--- config.mk ---
export PLATFORM = sky130hd
export DESIGN_NAME = pll_reconf_sched
export DESIGN_NICKNAME = d
export VERILOG_FILES = /design/src/rtl/pll_sched_pkg.sv /design/src/rtl/rr_arbiter.sv /design/src/rtl/pll_reconf_sched.sv
export SDC_FILE = /design/constraint.sdc
export NUM_CORES = 1
export LEC_CHECK = 0
export ABC_AREA = 1
export CAP_MARGIN = 20
export CORE_AREA = 2 2 122 124
export CTS_BUF_LIST = sky130_fd_sc_hd__clkbuf_4
export DETAILED_ROUTE_END_ITERATION = 6
export DIE_AREA = 0 0 124 126
export HOLD_SLACK_MARGIN = 0.05
export PLACE_DENSITY = 0.83
export RECOVER_POWER = 100
export SLEW_MARGIN = 30
export SYNTH_ARGS = -nofsm -noshare
export SYNTH_HDL_FRONTEND = slang
export SYNTH_SLANG_ARGS = --single-unit
--- constraint.sdc ---
create_clock -name clock -period 3.1 [get_ports clock]
set_input_delay 0.93 -clock clock [delete_from_list [all_inputs] [get_ports clock]]
set_output_delay 0.93 -clock clock [all_outputs]
set_load 0.05 [all_outputs]
--- src/rtl/pll_sched_pkg.sv ---
// Shared types and constants for the PLL reconfiguration scheduler.
package pll_sched_pkg;

  // Scheduler FSM states.
  typedef enum logic [2:0] {
    StIdle,
    StLatch,
    StStart,
    StWaitDone,
    StWaitLock,
    StResp
  } state_e;

  // Config slice widths: 8-bit M and N, five 8-bit output dividers.
  localparam int unsigned MultW  = 8;
  localparam int unsigned DivW   = 8;
  localparam int unsigned CdivN  = 5;
  localparam int unsigned CdivW  = 8 * CdivN;

  // Default timeouts in clock cycles.
  localparam int unsigned DefDoneTimeout = 4095;
  localparam int unsigned DefLockTimeout = 65535;

endpackage

--- src/rtl/rr_arbiter.sv ---
// Combinational round-robin arbiter: searches from one past the last grant.
module rr_arbiter #(
  parameter int unsigned NREQ = 4,
  localparam int unsigned PW  = $clog2(NREQ)
) (
  input  logic [NREQ-1:0] req_i,
  input  logic [PW-1:0]   ptr_i,
  output logic [NREQ-1:0] gnt_o,
  output logic [PW-1:0]   idx_o
);

  logic          found;
  logic [PW-1:0] cand;

  // Walk positions ptr+1 .. ptr+NREQ (mod NREQ) and take the first request.
  always_comb begin
    gnt_o = '0;
    idx_o = '0;
    found = 1'b0;
    cand  = '0;
    for (int unsigned off = 1; off <= NREQ; off++) begin
      cand = PW'((32'(ptr_i) + off) % NREQ);
      if (!found && req_i[cand]) begin
        found       = 1'b1;
        gnt_o[cand] = 1'b1;
        idx_o       = cand;
      end
    end
  end

endmodule

--- src/rtl/pll_reconf_sched.sv ---
// Shares one PLL reconfiguration port between NREQ requesters: arbitrates,
// latches the winner's config, starts one scan, waits for scan-done and lock.
module pll_reconf_sched
  import pll_sched_pkg::*;
#(
  parameter int unsigned NREQ         = 4,
  parameter int unsigned DONE_TIMEOUT = DefDoneTimeout,
  parameter int unsigned LOCK_TIMEOUT = DefLockTimeout
) (
  input  logic                    clock,
  input  logic                    rst,
  input  logic [NREQ-1:0]         req,
  input  logic [MultW*NREQ-1:0]   req_mult,
  input  logic [DivW*NREQ-1:0]    req_div,
  input  logic [CdivW*NREQ-1:0]   req_cdiv,
  output logic [NREQ-1:0]         grant,
  output logic                    done,
  output logic                    err,
  output logic                    busy,
  output logic [MultW-1:0]        Mult,
  output logic [DivW-1:0]         div,
  output logic [CdivW-1:0]        clk_div,
  output logic                    update_req,
  input  logic                    scan_done,
  input  logic                    pll_locked
);

  localparam int unsigned PW = $clog2(NREQ);
  localparam int unsigned CW = $clog2(LOCK_TIMEOUT + 1);
  localparam logic [CW-1:0] DoneTo = CW'(DONE_TIMEOUT);
  localparam logic [CW-1:0] LockTo = CW'(LOCK_TIMEOUT);
  localparam logic [CW-1:0] CntMax = '1;

  state_e            state_q;
  logic [NREQ-1:0]   grant_q;
  logic [PW-1:0]     idx_q;
  logic [PW-1:0]     ptr_q;
  logic              done_q, err_q, busy_q, update_q;
  logic [MultW-1:0]  mult_q;
  logic [DivW-1:0]   div_q;
  logic [CdivW-1:0]  cdiv_q;
  logic [CW-1:0]     cnt_q;
  logic              scan_prev_q;

  logic [NREQ-1:0]   arb_gnt;
  logic [PW-1:0]     arb_idx;
  logic [MultW-1:0]  sel_mult;
  logic [DivW-1:0]   sel_div;
  logic [CdivW-1:0]  sel_cdiv;
  logic              scan_rise;

  rr_arbiter #(
    .NREQ (NREQ)
  ) u_arb (
    .req_i (req),
    .ptr_i (ptr_q),
    .gnt_o (arb_gnt),
    .idx_o (arb_idx)
  );

  // Select the arbitration winner's config slices.
  always_comb begin
    sel_mult = '0;
    sel_div  = '0;
    sel_cdiv = '0;
    for (int i = 0; i < NREQ; i++) begin
      if (arb_idx == PW'(i)) begin
        sel_mult = req_mult[i*MultW +: MultW];
        sel_div  = req_div[i*DivW +: DivW];
        sel_cdiv = req_cdiv[i*CdivW +: CdivW];
      end
    end
  end

  assign scan_rise = scan_done & ~scan_prev_q;

  // Scheduler FSM with registered outputs, timeout counter and edge detect.
  always_ff @(posedge clock) begin
    if (rst) begin
      state_q     <= StIdle;
      grant_q     <= '0;
      idx_q       <= '0;
      ptr_q       <= PW'(NREQ - 1);
      done_q      <= 1'b0;
      err_q       <= 1'b0;
      busy_q      <= 1'b0;
      update_q    <= 1'b0;
      mult_q      <= '0;
      div_q       <= '0;
      cdiv_q      <= '0;
      cnt_q       <= '0;
      // High so a scan_done level already present is not taken as an edge.
      scan_prev_q <= 1'b1;
    end else begin
      scan_prev_q <= scan_done;
      done_q      <= 1'b0;
      err_q       <= 1'b0;
      update_q    <= 1'b0;
      unique case (state_q)
        StIdle: begin
          if (|req) begin
            state_q <= StLatch;
            grant_q <= arb_gnt;
            idx_q   <= arb_idx;
            mult_q  <= sel_mult;
            div_q   <= sel_div;
            cdiv_q  <= sel_cdiv;
            busy_q  <= 1'b1;
          end
        end
        StLatch: begin
          state_q  <= StStart;
          update_q <= 1'b1;
        end
        StStart: begin
          cnt_q   <= '0;
          state_q <= StWaitDone;
        end
        StWaitDone: begin
          if (scan_rise) begin
            cnt_q   <= '0;
            state_q <= StWaitLock;
          end else if (cnt_q == DoneTo) begin
            err_q   <= 1'b1;
            state_q <= StResp;
          end else if (cnt_q != CntMax) begin
            cnt_q <= cnt_q + 1'b1;
          end
        end
        StWaitLock: begin
          if (pll_locked) begin
            done_q  <= 1'b1;
            state_q <= StResp;
          end else if (cnt_q == LockTo) begin
            err_q   <= 1'b1;
            state_q <= StResp;
          end else if (cnt_q != CntMax) begin
            cnt_q <= cnt_q + 1'b1;
          end
        end
        StResp: begin
          ptr_q   <= idx_q;
          grant_q <= '0;
          busy_q  <= 1'b0;
          state_q <= StIdle;
        end
        default: begin
          state_q <= StIdle;
        end
      endcase
    end
  end

  assign grant      = grant_q;
  assign done       = done_q;
  assign err        = err_q;
  assign busy       = busy_q;
  assign update_req = update_q;
  assign Mult       = mult_q;
  assign div        = div_q;
  assign clk_div    = cdiv_q;

endmodule

==> key figures <==
Cells and area
  • Final Non-Filler Cells: 1,459
  • Most common cell after layout, fill and taps aside: nand2_1
  • Area grow syn2layout: 56.5%
  • Most frequent cells in the layout: 273 x nand2_1, 228 x clkdlybuf4s50_1, 150 x nand3_1
  • Total Nets Final: 1,509
  • Layout cells sized above 1: 0.0597
  • Finished layout cell area: 9280 sq um

Critical path
  • Crit path capture: clk_div[17]
  • Critical path origin: req[2]
  • Critical R2R Capture: clk_div[6]
  • Worst EP arrival: 3.15 ns
  • Critical path required time: 3.44 ns
  • Reg-to-reg slack, setup: 0.53 ns
  • Worst R2R Start: ptr_q[0]
  • Reg2Reg Depth: 15
  • Startpoint Class: primary input
  • Crit end category: flop
  • Worst setup path category: primary input to flop
  • CP Max Fanout: 23

Clocking
  • CTS tree: done
  • Maximum buffer depth of the clock tree: 2
  • Worst-skew pair later-pin latency: 0.49 ns
  • TritonCTS Buffers: 9
  • # hold bufs at CTS: 0
  • Setup Fix Bufs, Post-CTS: 0
  • Clk sink count: 88
  • Clk slew on worst S/H paths: 0.14 ns
  • H-tree depth: 3
  • Resize count post-CTS: 0
  • Root buf cell: clkbuf_4

STA
  • Slew @ Worst Pin: 0.896 ns
  • RSZ-0062 raised after global routing: false
  • Clock Skews: 0.0216 ns
  • Worst setup margin: 0.292 ns
  • Minimum clock period after layout: 2.81 ns
  • Slew Limit Fails: 0
  • Relative slew margins: 0.402
  • Fmax: 356 MHz
  • Final setup viols: 0
  • Setup_tns: 0 ns
  • Fin. Hold Viols: 0
  • Final Cycle Share: 0.906

Synth
  • Multiplexer share of the synthesized area: 0
  • Async set-or-reset flop fraction in the synthesized netlist: 0
  • Syn Nets: 1,219
  • Sequential-to-total area share from yosys stat: 0.297
  • Xor/xnor share of the synthesized area: 0.00148
  • Synth Area in Adders: 0.0190
  • Mean Syn Cell Area: 6.06 sq um
  • Combinational family with the most area after synthesis: simple AND/OR/NAND/NOR gates
  • Count of state elements after synthesis: 88
  • Simple-Gate Fraction of Synth Area: 0.360
  • Post-synth EDFFs: 0
  • Netlist cell types: 35
  • Synthesized instance count: 978
  • Synth Area in Compound Gates: 0.176
  • Cell area after synthesis: 5930 sq um
  • Main synth FF type: dfxtp_1
  • Synth Warn #: 0

Route
  • Vias per cell: 5.17
  • Final ANT Viol Nets: 0
  • Initial DRC count: 499
  • Final wirelength: 23.2 mm
  • DRC errors left: 0
  • Pre-Repair DR Iteration Count: 5
  • Via count: 7,545
  • Routed wire per std cell: 15.9 um

Power and ir drop
  • Leakage: 0.00424 uW
  • Total power: 4260 uW
  • Peak supply drop: 0.000284 V
  • Power per cell area: 459 nW/um^2

Die
  • Die Span X: 124 um
  • DIE AREA: 15,600 sq um
  • FP Rows: 44
  • Core Footprint: 14,300 sq um
  • Starting Density: 0.414
  • Die Height: 126 um
  • IO Count: 296

Place
  • Pre-CTS setup slack: -0.104 ns
  • Dpl cells: 1,441
  • Post-DP HPWL: 17.5 mm
  • PortBufs: 295
  • Dpl cell area: 9210 sq um
  • Routability cong.: 0.995

Global route
  • GRT Overall Usage: 0.289
  • Grt total ovfl: 0
  • Initial antenna violation count: 3
  • Vias in the first global route: 6,911
  • First-pass GRT wire length: 35.3 mm
  • Pin count of the biggest net entering global routing: 44

Status
  • Status: completed

Flow run
  • Max Cap Violations: 0

Hold path
  • Hold Path Class: flop to flop
==> through the flow <==
stage	hold WS, ns	utilization
3_3_place_gp	0.445	0.643
4_1_cts	0.472	0.651
6_report	0.469	0.648
5_1_grt	0.485	0.648
2_1_floorplan	0.437	-
3_5_place_dp	0.453	0.643
==> critical path, cell delays in order <==
cell,delay [ns]
clkdlybuf4s50_1,0.50
clkbuf_1,0.13
nor4_1,0.06
clkbuf_1,0.12
nor2_2,0.68
inv_2,0.30
buf_6,0.27
nand2_1,0.07
a21oi_1,0.06
==> synth_stat cells, types with 2 or more instances <==
| cell type | count | area (sq um) |
|---|---|---|
| a21oi_1 | 74 | 370 |
| a21oi_2 | 6 | 52.6 |
| buf_2 | 13 | 65.1 |
| buf_4 | 11 | 82.6 |
| buf_6 | 9 | 101 |
| clkbuf_1 | 24 | 90.1 |
| dfxtp_1 | 88 | 1760 |
| ha_1 | 9 | 113 |
| inv_1 | 137 | 514 |
| inv_2 | 2 | 7.51 |
| nand2_1 | 272 | 1020 |
| nand2_2 | 4 | 25.0 |
| nand2_4 | 4 | 45.0 |
| nand3_1 | 150 | 751 |
| nand4_1 | 8 | 50.1 |
| nor2_1 | 25 | 93.8 |
| nor2_2 | 4 | 25.0 |
| nor3_1 | 6 | 30.0 |
| nor4_1 | 3 | 18.8 |
| o211ai_1 | 3 | 22.5 |
| o21ai_0 | 69 | 345 |
| o21ai_1 | 44 | 220 |
==> worst min path at each step <==
stage / startpoint / end / slack (ns) / depth (start not counted)
floorplan: cnt_q[9] / cnt_q[9] / 0.44 / 2
global placement: cnt_q[9] / cnt_q[9] / 0.45 / 2
detailed placement: Mult[5] / Mult[5] / 0.45 / 2
CTS: Mult[5] / Mult[5] / 0.47 / 2
global route: Mult[5] / Mult[5] / 0.49 / 2
finish: cnt_q[9] / cnt_q[9] / 0.47 / 2
==> registers in the layout (all words and copies together) (netlist names) <==
| signal | count |
|---|---|
| cnt_q | 16 |
| div | 8 |
| ptr_q | 2 |
| scan_prev_q | 1 |
| state_q | 3 |
| update_req | 1 |
| err | 1 |
| Mult | 8 |
| idx_q | 2 |
| grant | 4 |
| done | 1 |
| clk_div | 40 |
| busy | 1 |
==> cells by family (layout without fill, tap and decap cells) <==
| kind of cell | count (synthesis) | in the layout |
|---|---|---|
| AOI/OAI and AO/OA | 200 | 200 |
| xor gates and xnor gates | 1 | 1 |
| adders and majority gates | 9 | 9 |
| buffers and inverters | 198 | 492 |
| DFF | 88 | 88 |
| other | 0 | 3 |
| and+or+nand+nor | 482 | 482 |
==> where the power goes <==
part,switching [uW],internal [uW]
combinational,1420,884
clock,422,156
sequential,81.6,1290
==> metal layers <==
metal | GRT usage | wire length (um)
met1 | 0.348 | 9150
met2 | 0.483 | 11000
met3 | 0.0648 | 2090
met4 | 0.140 | 949
met5 | 0 | 0
==> layout make-up <==
class | count | area [sq um]
Tap cell | 184 | 230
Sequential cell | 88 | 1760
Clock inverter | 6 | 37.5
Clock buffer | 9 | 67.6
Fill cell | 1328 | 5040
Multi-Input combinational cell | 692 | 3290
Inverter | 139 | 522
Antenna cell | 3 | 7.51
Timing Repair Buffer | 338 | 3360
Power figures use the tool's default switching activity.
